[config.mk]
export PLATFORM = sky130hd
export DESIGN_NAME = billing_arbiter
export DESIGN_NICKNAME = d
export VERILOG_FILES = /design/src/rtl/billing_arbiter.sv
export SDC_FILE = /design/constraint.sdc
export NUM_CORES = 1
export LEC_CHECK = 0
export BUFFER_PORTS_ARGS = -buffer_cell sky130_fd_sc_hd__buf_2
export CAP_MARGIN = 5
export CELL_PAD_IN_SITES_DETAIL_PLACEMENT = 0
export CELL_PAD_IN_SITES_GLOBAL_PLACEMENT = 1
export CORE_MARGIN = 2
export CORE_UTILIZATION = 25
export DETAILED_ROUTE_END_ITERATION = 10
export PLACE_DENSITY = 0.66
export SYNTH_ARGS = -nofsm -noshare
export SYNTH_HDL_FRONTEND = slang
export SYNTH_SLANG_ARGS = --single-unit
[constraint.sdc]
create_clock -name clk -period 5.45 [get_ports clk]
set_clock_uncertainty 0.05 [all_clocks]
set_input_delay 0.2725 -clock clk [delete_from_list [all_inputs] [get_ports clk]]
set_output_delay 0.2725 -clock clk [all_outputs]
set_load 0.03 [all_outputs]
[src/rtl/billing_arbiter.sv]
// Round-robin arbiter sharing one billing engine across four kiosks; all outputs registered.
// Latency: ack+start 1 cycle after sample, response 1 cycle after eng_done (or timeout); losers stay pending.
module billing_arbiter #(
  parameter int NUM_REQ    = 4,
  parameter int NUM_METERS = 10,
  parameter int TIMEOUT    = 64
) (
  input  logic                   clk,
  input  logic                   rst,
  input  logic [NUM_REQ-1:0]     req_valid,
  input  logic [4*NUM_REQ-1:0]   req_meter,
  input  logic [2*NUM_REQ-1:0]   req_op,
  output logic [NUM_REQ-1:0]     req_ack,
  output logic                   eng_start,
  output logic [3:0]             eng_meter,
  output logic [1:0]             eng_op,
  output logic                   eng_abort,
  input  logic                   eng_done,
  input  logic [15:0]            eng_result,
  output logic                   rsp_valid,
  output logic [1:0]             rsp_id,
  output logic [15:0]            rsp_data,
  output logic [1:0]             rsp_err,
  output logic                   busy
);

  typedef enum logic [1:0] {S_IDLE, S_ISSUE, S_WAIT, S_RESP} state_t;

  localparam logic [4:0] METER_LIM = 5'(NUM_METERS);
  localparam logic [7:0] CNT_LAST  = 8'(TIMEOUT - 1);

  state_t               state_q, state_d;
  logic [NUM_REQ-1:0]   req_ack_q, req_ack_d;
  logic                 eng_start_q, eng_start_d;
  logic                 eng_abort_q, eng_abort_d;
  logic [3:0]           eng_meter_q, eng_meter_d;
  logic [1:0]           eng_op_q, eng_op_d;
  logic                 rsp_valid_q, rsp_valid_d;
  logic [1:0]           rsp_id_q, rsp_id_d;
  logic [15:0]          rsp_data_q, rsp_data_d;
  logic [1:0]           rsp_err_q, rsp_err_d;
  logic                 busy_q, busy_d;
  logic [1:0]           last_grant_q, last_grant_d;
  logic [1:0]           id_q, id_d;
  logic [7:0]           cnt_q, cnt_d;

  logic                 win_vld;
  logic [1:0]           win_id;
  logic [1:0]           idx;
  logic [3:0]           sel_meter;
  logic [1:0]           sel_op;

  // Walk from farthest to nearest so the kiosk right after last_grant wins.
  always_comb begin
    win_vld = 1'b0;
    win_id  = '0;
    idx     = '0;
    for (int k = NUM_REQ; k >= 1; k--) begin
      idx = last_grant_q + 2'(k);
      if (req_valid[idx]) begin
        win_vld = 1'b1;
        win_id  = idx;
      end
    end
  end

  assign sel_meter = req_meter[{win_id, 2'b00} +: 4];
  assign sel_op    = req_op[{win_id, 1'b0} +: 2];

  always_comb begin
    state_d      = state_q;
    req_ack_d    = '0;
    eng_start_d  = 1'b0;
    eng_abort_d  = 1'b0;
    rsp_valid_d  = 1'b0;
    eng_meter_d  = eng_meter_q;
    eng_op_d     = eng_op_q;
    rsp_id_d     = rsp_id_q;
    rsp_data_d   = rsp_data_q;
    rsp_err_d    = rsp_err_q;
    last_grant_d = last_grant_q;
    id_d         = id_q;
    cnt_d        = cnt_q;

    case (state_q)
      S_IDLE: begin
        if (win_vld) begin
          id_d              = win_id;
          req_ack_d[win_id] = 1'b1;
          if ({1'b0, sel_meter} >= METER_LIM || sel_op == 2'd3) begin
            state_d     = S_RESP;
            rsp_valid_d = 1'b1;
            rsp_id_d    = win_id;
            rsp_data_d  = '0;
            rsp_err_d   = ({1'b0, sel_meter} >= METER_LIM) ? 2'd1 : 2'd2;
          end else begin
            state_d     = S_ISSUE;
            eng_start_d = 1'b1;
            eng_meter_d = sel_meter;
            eng_op_d    = sel_op;
            cnt_d       = '0;
          end
        end
      end
      S_ISSUE: begin
        state_d = S_WAIT;
        cnt_d   = '0;
      end
      S_WAIT: begin
        cnt_d = cnt_q + 8'd1;
        if (eng_done) begin
          state_d     = S_RESP;
          rsp_valid_d = 1'b1;
          rsp_id_d    = id_q;
          rsp_data_d  = eng_result;
          rsp_err_d   = 2'd0;
        end else if (cnt_q == CNT_LAST) begin
          state_d     = S_RESP;
          eng_abort_d = 1'b1;
          rsp_valid_d = 1'b1;
          rsp_id_d    = id_q;
          rsp_data_d  = '0;
          rsp_err_d   = 2'd3;
        end
      end
      S_RESP: begin
        last_grant_d = id_q;
        state_d      = S_IDLE;
      end
      default: state_d = S_IDLE;
    endcase

    busy_d = (state_d != S_IDLE);
  end

  always_ff @(posedge clk or posedge rst) begin
    if (rst) begin
      state_q      <= S_IDLE;
      req_ack_q    <= '0;
      eng_start_q  <= 1'b0;
      eng_abort_q  <= 1'b0;
      eng_meter_q  <= '0;
      eng_op_q     <= '0;
      rsp_valid_q  <= 1'b0;
      rsp_id_q     <= '0;
      rsp_data_q   <= '0;
      rsp_err_q    <= '0;
      busy_q       <= 1'b0;
      last_grant_q <= 2'd3;
      id_q         <= '0;
      cnt_q        <= '0;
    end else begin
      state_q      <= state_d;
      req_ack_q    <= req_ack_d;
      eng_start_q  <= eng_start_d;
      eng_abort_q  <= eng_abort_d;
      eng_meter_q  <= eng_meter_d;
      eng_op_q     <= eng_op_d;
      rsp_valid_q  <= rsp_valid_d;
      rsp_id_q     <= rsp_id_d;
      rsp_data_q   <= rsp_data_d;
      rsp_err_q    <= rsp_err_d;
      busy_q       <= busy_d;
      last_grant_q <= last_grant_d;
      id_q         <= id_d;
      cnt_q        <= cnt_d;
    end
  end

  assign req_ack   = req_ack_q;
  assign eng_start = eng_start_q;
  assign eng_abort = eng_abort_q;
  assign eng_meter = eng_meter_q;
  assign eng_op    = eng_op_q;
  assign rsp_valid = rsp_valid_q;
  assign rsp_id    = rsp_id_q;
  assign rsp_data  = rsp_data_q;
  assign rsp_err   = rsp_err_q;
  assign busy      = busy_q;

endmodule

==> results of run 1 <==
[layout make-up]
class                      instances  area (um2)  share of cell area
multi-input combinational        186        1090               0.365
inverter                           8        30.0              0.0100
clock buffer                       5        68.8              0.0229
sequential                        48        1200               0.401
clock inverter                     3        42.5              0.0142
tap                              129         161              0.0538
timing repair buffer              80         400               0.133
[cell families after synthesis]
group,after synthesis,share of synthesized area
buffers and inverters,20,0.0397
DFF,48,0.503
adders and majority gates,4,0.0209
and+or+nand+nor,104,0.195
AOI/OAI and AO/OA,70,0.206
muxes,8,0.0350
[cell usage in the layout (no fill, tap or decap), types with 5 or more instances in the layout]
cell type / Yosys / final
clkbuf_8: 0 / 5
buf_2: 4 / 80
mux2i_1: 5 / 5
nand2_1: 67 / 67
nand3_1: 5 / 5
nor2_1: 5 / 5
inv_1: 7 / 6
dfrtp_1: 46 / 46
nand2b_1: 6 / 6
o21ai_0: 32 / 32
o21ai_1: 5 / 5
[power groups by stage]
stage / logic (uW) / clock network [uW] / registers, uW
after floorplan: 527 / 0 / 802
after global placement: 960 / 0 / 595
after detailed placement: 968 / 0 / 597
after CTS: 971 / 268 / 590
after global routing: 1070 / 283 / 606
final: 955 / 258 / 587
[how the worst min path moves through the flow]
stage,startpoint,to,slack [ns],cells after the start
finish,eng_result[8],rsp_data[8],0.15,3
global route,eng_result[6],rsp_data[6],0.15,3
CTS,eng_result[6],rsp_data[6],0.14,3
detailed placement,eng_op[1],eng_op[1],0.41,2
global placement,rsp_data[7],rsp_data[7],0.41,2
floorplan,eng_result[0],rsp_data[0],0.36,2
[cell usage after synthesis (all sizes together), types with 4 or more instances]
cell / n / share of area
a21oi: 5 / 0.012
and2: 5 / 0.014
and3: 4 / 0.010
buf: 7 / 0.019
clkbuf: 5 / 0.0078
dfrtp: 46 / 0.48
ha: 4 / 0.021
inv: 8 / 0.013
mux2i: 5 / 0.021
nand2: 68 / 0.11
nand2b: 6 / 0.016
nand3: 5 / 0.010
nor2: 5 / 0.0078
o211ai: 4 / 0.015
o21ai: 39 / 0.088
o31ai: 4 / 0.015
[per-layer routing]
layer / vias up / track usage / routed length (um)
met5: - / 0 / 0
met4: 0 / 0.0308 / 47
met3: 2 / 0.0246 / 360
met2: 65 / 0.182 / 2590
met1: 942 / 0.159 / 2840
li1: 1028 / - / -
[metrics by stage]
| stage | power [uW] | hold WS (ns) | utilization | instance area [um2] | setup slack [ns] |
|---|---|---|---|---|---|
| floorplan | 1330 | 0.359 | - | 2390 | 3.05 |
| global placement | 1560 | 0.408 | 0.311 | 2890 | 2.28 |
| detailed placement | 1560 | 0.412 | 0.311 | 2890 | 2.19 |
| CTS | 1830 | 0.142 | 0.323 | 3000 | 2.17 |
| global route | 1960 | 0.149 | 0.323 | 3000 | 1.82 |
| finish | 1800 | 0.150 | 0.323 | 3000 | 2.22 |
[flip-flops by register name (all words and copies together), names as in the netlist]
signal,flops
rsp_data,16
cnt_q,8
eng_meter,4
req_ack,4
eng_op,2
id_q,2
last_grant_q,2
rsp_err,2
rsp_id,2
state_q,2
busy,1
eng_abort,1
eng_start,1
rsp_valid,1
[critical path, stage by stage, from the launching register on]
cell	delay, ns
dfstp_2	0.60
mux2i_1	0.19
o22a_1	0.19
o21ai_4	0.15
a211o_1	0.30
a22oi_2	0.29
a2bb2oi_4	0.23
a21o_1	0.84
o21ai_0	0.22
==> impl_metrics.py, run 1 <==
metrics = {
    "run_status": {
        "outcome": "complete, no violations",
    },
    "cells_and_area": {
        "area_growth_pct": 25.4,
        "nets": 380,
        "antenna_cells": 0,
        "fin_cells": 459,
        "drive_gt1_frac": 0.333,
        "fillCellCount": 1036,
    },
    "clock_tree": {
        "clock_path_buffers": 2,
        "cts.sinks": 48,
        "clk_latency_ns": 0.30,
        "root_buffer": "clkbuf_8",
        "cts_buffers": 5,
        "cts.clk_slew.worst_paths_ns": 0.09,
        "ctsResizeCount": 0,
        "postCtsSetupRepairBufs": 0,
        "tritoncts": "yes",
        "h-tree-depth": 2,
        "hold_buffers": 0,
    },
    "synthesis": {
        "synth-seq-cells": 48,
        "yosys_warnings": 0,
        "synthArstFlopShare": 1.00,
        "synthCells": 254,
        "synth_area_per_cell_um2": 9.42,
        "synth_nets": 305,
        "synth.cell_area_um2": 2390,
        "synth_edf_count": 0,
        "ys_seq_area_frac": 0.503,
        "synth_cell_types": 47,
        "synthFlopType": "dfrtp_1",
    },
    "run": {
        "maxCapViolCount": 0,
    },
    "critical_path": {
        "critPathArrivalTime_ns": 3.32,
        "cp_max_fo": 40,
        "crit_type": "flop to flop",
        "critPathCapture": "rsp_data[10]",
        "crit_path_end_kind": "flop",
        "required_ns": 5.54,
        "start_kind": "flop",
        "r2r_end": "rsp_data[10]",
        "worst_r2r_startpoint": "last_grant_q[1]",
        "cp-startpoint": "last_grant_q[1]",
        "reg2regPathDepth": 8,
        "rrSetupSlack_ns": 2.22,
    },
    "sta": {
        "rsz0062_at_grt": "false",
        "drv_slew": 0,
        "min_period_over_period": 0.593,
        "fmax_ghz": 0.309,
        "setup-violations-final": 0,
        "finalSetupTns_ns": 0,
        "worstMarginPinSlew_ns": 1.04,
        "fin_crit_ns": 3.23,
        "report.final.hold_viol_count": 0,
        "relSlewSlack": 0.307,
    },
    "die": {
        "initial_core_util": 0.258,
        "die-area_um2": 10400,
        "ios": 81,
        "die_y_um": 102,
        "die-width_um": 102,
        "core_area_um2": 9280,
        "rows": 35,
    },
    "power_and_ir_drop": {
        "irDropWorstVdd_v": 0.000161,
        "p_comb_frac": 0.531,
        "swShare": 0.477,
        "p_switching_uw": 859,
        "seqPwrFrac": 0.326,
        "p_int_uw": 942,
        "clkPwrFrac": 0.144,
        "p_leak_uw": 0.00147,
        "p_per_area_nw_per_um2": 600,
    },
    "routing": {
        "wl_per_cell_um": 12.7,
        "drt-initial-drc-count": 52,
        "drtPass1Iterations": 4,
        "vias_per_cell": 4.44,
        "finalWirelength_um": 5830,
        "drc": 0,
        "drtAntennaViolNets": 0,
        "vias": 2037,
    },
    "worst_hold_path": {
        "hold_path.class": "primary input to flop",
    },
    "place": {
        "dp.cells": 451,
        "io_buffer_count": 80,
        "dpl.hpwl_um": 4240,
        "routabilityCongestion": 0.762,
    },
    "grt": {
        "grt_antenna_before_repair": 0,
        "grt_max_degree": 49,
        "grt_first_pass_wirelength_um": 9490,
        "grt_pass1_vias": 1995,
        "grt-ovfl-total": 0,
        "grt_use_total": 0.114,
    },
}
(Power assumes the default switching activity.)
==> inputs of run 2 (changes only) <==
==> constraint.sdc (replaced) <==
create_clock -name clk -period 3.22 [get_ports clk]
set_clock_uncertainty 0.05 [all_clocks]
set_input_delay 0.161 -clock clk [delete_from_list [all_inputs] [get_ports clk]]
set_output_delay 0.161 -clock clk [all_outputs]
set_load 0.03 [all_outputs]
==> impl_metrics.py, run 2 (same netlist as run 1, synthesis figures left out) <==
metrics = {
    "run_status": {
        "outcome": "complete, no violations",
    },
    "critical_path": {
        "crit_type": "flop to flop",
        "r2r_end": "cnt_q[3]",
        "crit_path_end_kind": "flop",
        "start_kind": "flop",
        "cp-startpoint": "last_grant_q[1]",
        "required_ns": 3.38,
        "critPathCapture": "cnt_q[3]",
        "worst_r2r_startpoint": "last_grant_q[1]",
        "reg2regPathDepth": 10,
        "critPathArrivalTime_ns": 2.96,
        "cp_max_fo": 11,
        "rrSetupSlack_ns": 0.42,
    },
    "place": {
        "dpl.hpwl_um": 4270,
        "routabilityCongestion": 0.795,
        "io_buffer_count": 80,
        "dp.cells": 454,
        "dp_slack_ns": 0.417,
    },
    "grt": {
        "grt_first_pass_wirelength_um": 9550,
        "grt_pass1_vias": 1981,
        "grt_use_total": 0.116,
        "grt_max_degree": 49,
        "grt_antenna_before_repair": 0,
        "grt-ovfl-total": 0,
    },
    "cells_and_area": {
        "area_growth_pct": 28.3,
        "drive_gt1_frac": 0.339,
        "final_cell_mix": "buf_2, nand2_1, dfrtp_1",
        "nets": 383,
        "fin_cells": 462,
        "largest_register_ffs": 16,
        "fillCellCount": 1009,
        "antenna_cells": 0,
        "layout_commonest_cell": "buf_2",
    },
    "clock_tree": {
        "postCtsSetupRepairBufs": 0,
        "cts.clk_slew.worst_paths_ns": 0.09,
        "tritoncts": "yes",
        "cts_buffers": 5,
        "hold_buffers": 0,
        "h-tree-depth": 2,
        "ctsResizeCount": 0,
        "root_buffer": "clkbuf_8",
        "clk_latency_ns": 0.30,
        "clock_path_buffers": 2,
        "cts.sinks": 48,
    },
    "routing": {
        "vias_per_cell": 4.46,
        "drtAntennaViolNets": 0,
        "wl_per_cell_um": 12.5,
        "vias": 2061,
        "finalWirelength_um": 5760,
        "drt-initial-drc-count": 71,
        "drtPass1Iterations": 4,
        "drc": 0,
    },
    "sta": {
        "finalSetupTns_ns": 0,
        "min_period_over_period": 0.871,
        "relSlewSlack": 0.323,
        "fin_crit_ns": 2.80,
        "fmax_ghz": 0.357,
        "rsz0062_at_grt": "false",
        "drv_slew": 0,
        "report.final.hold_viol_count": 0,
        "worstMarginPinSlew_ns": 1.01,
        "setup-violations-final": 0,
        "fin_ws_ns": 0.416,
    },
    "run": {
        "maxCapViolCount": 0,
    },
    "power_and_ir_drop": {
        "irDropWorstVdd_v": 0.000362,
        "p_per_area_nw_per_um2": 1050,
        "p_leak_uw": 0.00151,
    },
    "die": {
        "ios": 81,
        "core_area_um2": 9280,
        "initial_core_util": 0.258,
        "die-area_um2": 10400,
        "die_y_um": 102,
        "rows": 35,
        "die-width_um": 102,
    },
    "worst_hold_path": {
        "hold_path.class": "primary input to asynchronous set/reset pin",
    },
}
run 2: cell types whose count changed in the layout (fill, tap and decap cells not counted):
cell	previous run	this run
bufinv_16	1	3
clkinvlp_4	1	0
buf_4	0	3
clkinv_2	1	0
run 2: metrics by stage:
stage	hold WS, ns	utilization	cell area [um2]	total power [uW]
finish	0.0371	0.331	3070	3230
CTS	0.0287	0.331	3070	3280
floorplan	0.247	-	2390	2250
detailed placement	0.360	0.314	2910	2680
global placement	0.358	0.314	2910	2660
global route	0.0353	0.331	3070	3510
run 2: worst max-delay path, stage by stage, from the launching register on:
cell and delay (ns):
dfstp_2 0.60, nand2_1 0.08, a31oi_2 0.32, a21boi_0 0.16, a211o_1 0.32, a22oi_2 0.27, a2bb2oi_4 0.22, nand2_2 0.17
inv_2 0.14, o21ai_2 0.12, o31ai_1 0.25
run 2: worst min-delay path by stage:
stage	startpoint	end	slack, ns	depth (start not counted)
5_1_grt	eng_result[0]	rsp_data[0]	0.04	3
3_5_place_dp	eng_result[0]	rsp_data[0]	0.36	3
3_3_place_gp	eng_result[8]	rsp_data[8]	0.36	3
4_1_cts	eng_result[0]	rsp_data[0]	0.03	3
2_1_floorplan	eng_result[0]	rsp_data[0]	0.25	2
6_report	rst	rsp_data[1]	0.04	2
run 2: report_power, final:
group | switching [uW] | internal [uW]
logic | 1120 | 527
registers | 135 | 855
clock network | 202 | 388
total | 1460 | 1770
run 2: layout make-up:
cell class | count | area [um2] | area share
Multi-Input combinational cell | 186 | 1090 | 0.356
Clock inverter | 3 | 90.1 | 0.0293
Inverter | 8 | 30.0 | 0.00978
Timing Repair Buffer | 83 | 423 | 0.138
Tap cell | 129 | 161 | 0.0525
Sequential cell | 48 | 1200 | 0.392
Clock buffer | 5 | 68.8 | 0.0224
run 2: layer usage:
metal,vias to the layer above,GRT usage,wire length [um]
li1,1027,-,-
met5,-,0,0
met3,2,0.0239,342
met4,0,0.0369,56
met1,967,0.159,2740
met2,65,0.185,2630
==> inputs of run 3 (changes only) <==
--- a/config.mk
+++ b/config.mk
@@ -9,7 +9,7 @@
 export CAP_MARGIN = 5
 export CELL_PAD_IN_SITES_DETAIL_PLACEMENT = 0
 export CELL_PAD_IN_SITES_GLOBAL_PLACEMENT = 1
-export CORE_MARGIN = 2
+export CORE_MARGIN = 10
 export CORE_UTILIZATION = 25
 export DETAILED_ROUTE_END_ITERATION = 10
 export PLACE_DENSITY = 0.66
==> impl_metrics.py, run 3 (same netlist as run 1, synthesis figures left out) <==
metrics = {
    "run_status": {
        "outcome": "complete, no violations",
    },
    "place": {
        "routabilityCongestion": 0.792,
        "dpl.hpwl_um": 4980,
        "io_buffer_count": 80,
        "dp.cells": 453,
    },
    "sta": {
        "report.final.hold_viol_count": 0,
        "relSlewSlack": 0.336,
        "min_period_over_period": 0.870,
        "setup-violations-final": 0,
        "worstMarginPinSlew_ns": 0.994,
        "finalSetupTns_ns": 0,
        "fmax_ghz": 0.357,
        "fin_crit_ns": 2.80,
        "drv_slew": 0,
        "rsz0062_at_grt": "false",
    },
    "clock_tree": {
        "root_buffer": "clkbuf_8",
        "clk_latency_ns": 0.30,
        "h-tree-depth": 2,
        "hold_buffers": 0,
        "ctsResizeCount": 0,
        "clock_path_buffers": 2,
        "cts_buffers": 5,
        "cts.clk_slew.worst_paths_ns": 0.09,
        "tritoncts": "yes",
        "cts.sinks": 48,
        "postCtsSetupRepairBufs": 0,
    },
    "grt": {
        "grt_pass1_vias": 2135,
        "grt_use_total": 0.0929,
        "grt_antenna_before_repair": 0,
        "grt-ovfl-total": 0,
        "grt_first_pass_wirelength_um": 10900,
        "grt_max_degree": 49,
    },
    "cells_and_area": {
        "largest_register_ffs": 16,
        "nets": 382,
        "area_growth_pct": 25.8,
        "antenna_cells": 0,
        "fillCellCount": 1023,
        "drive_gt1_frac": 0.337,
        "fin_cells": 461,
        "layout_commonest_cell": "buf_2",
        "final_cell_mix": "buf_2, nand2_1, dfrtp_1",
    },
    "critical_path": {
        "slowest_stage": "dfstp_2",
        "required_ns": 3.35,
        "r2r_end": "cnt_q[2]",
        "crit_type": "flop to flop",
        "rrSetupSlack_ns": 0.42,
        "worst_r2r_startpoint": "last_grant_q[1]",
        "worst_path_largest_cell_delay_ns": 0.60,
        "cp-startpoint": "last_grant_q[1]",
        "start_kind": "flop",
        "crit_path_end_kind": "flop",
        "critPathCapture": "cnt_q[2]",
        "cp_max_fo": 13,
        "critPathArrivalTime_ns": 2.93,
        "path_cells": "nand2_1 > a31oi_2 > and2_4 > mux2_2 > a2bb2oi_4 > nand2_2 > inv_2 > o21ai_2 > o21ai_0",
        "reg2regPathDepth": 9,
    },
    "power_and_ir_drop": {
        "irDropWorstVdd_v": 0.000309,
        "total_power_uw": 3050,
        "p_per_area_nw_per_um2": 1010,
        "seqPwrFrac": 0.328,
        "p_switching_uw": 1470,
        "p_leak_uw": 0.00148,
        "clkPwrFrac": 0.121,
        "p_int_uw": 1580,
        "swShare": 0.481,
        "p_comb_frac": 0.551,
    },
    "die": {
        "core_area_um2": 9280,
        "rows": 35,
        "initial_core_util": 0.258,
        "die-area_um2": 13900,
        "ios": 81,
        "die_y_um": 118,
        "die-width_um": 118,
    },
    "routing": {
        "vias": 1981,
        "drtPass1Iterations": 4,
        "drt-initial-drc-count": 127,
        "vias_per_cell": 4.30,
        "drtAntennaViolNets": 0,
        "drc": 0,
        "wl_per_cell_um": 13.8,
        "finalWirelength_um": 6380,
    },
    "run": {
        "maxCapViolCount": 0,
    },
    "worst_hold_path": {
        "hold_path.class": "primary input to asynchronous set/reset pin",
    },
}
==> run 3: worst max-delay path: cells and delay by family (launching register included) <==
family          cells  cell delay [ns]
compound gates      4             0.94
flops               1             0.60
simple gates        3             0.57
mux                 1             0.41
buf+inv             1             0.09
==> run 3: area by class of cell <==
| class | count | area, um2 | share of cell area |
|---|---|---|---|
| well taps | 129 | 161 | 0.0536 |
| multi-input cells | 186 | 1090 | 0.364 |
| clock buffers | 6 | 82.6 | 0.0274 |
| flip-flops and latches | 48 | 1200 | 0.400 |
| repair buffers | 82 | 428 | 0.142 |
| inverters | 8 | 30.0 | 0.00998 |
| clock inverters | 2 | 10.0 | 0.00333 |
==> run 3: worst min path at each step <==
stage	from	to	slack (ns)	cells after the start
6_report	rst	cnt_q[1]	0.04	2
5_1_grt	eng_result[1]	rsp_data[1]	0.05	3
4_1_cts	eng_result[6]	rsp_data[6]	0.04	3
3_5_place_dp	eng_result[0]	rsp_data[0]	0.36	3
3_3_place_gp	eng_result[6]	rsp_data[6]	0.36	3
2_1_floorplan	eng_result[0]	rsp_data[0]	0.25	2
==> run 3: per-layer routing <==
metal  share of wire  track usage  up-vias
met2            0.45        0.147       57
met1            0.48        0.117      891
li1                -            -     1028
met3           0.057       0.0278        5
met4           0.014       0.0325        0
met5               0            0        -
==> run 3: power groups by stage <==
stage	Combinational [uW]	Sequential [uW]	Clock (uW)
5_1_grt	1870	1040	408
4_1_cts	1710	1000	383
3_5_place_dp	1710	1010	0
2_1_floorplan	893	1360	0
3_3_place_gp	1690	1010	0
6_report	1680	998	370
==> run 3: metrics by stage <==
stage / hold slack [ns] / util / worst slack (ns) / instance area [um2]
3_3_place_gp: 0.359 / 0.314 / 0.438 / 2920
2_1_floorplan: 0.247 / - / 0.825 / 2390
6_report: 0.0438 / 0.324 / 0.420 / 3010
5_1_grt: 0.0522 / 0.324 / 0.141 / 3010
4_1_cts: 0.0410 / 0.324 / 0.381 / 3010
3_5_place_dp: 0.365 / 0.314 / 0.396 / 2920
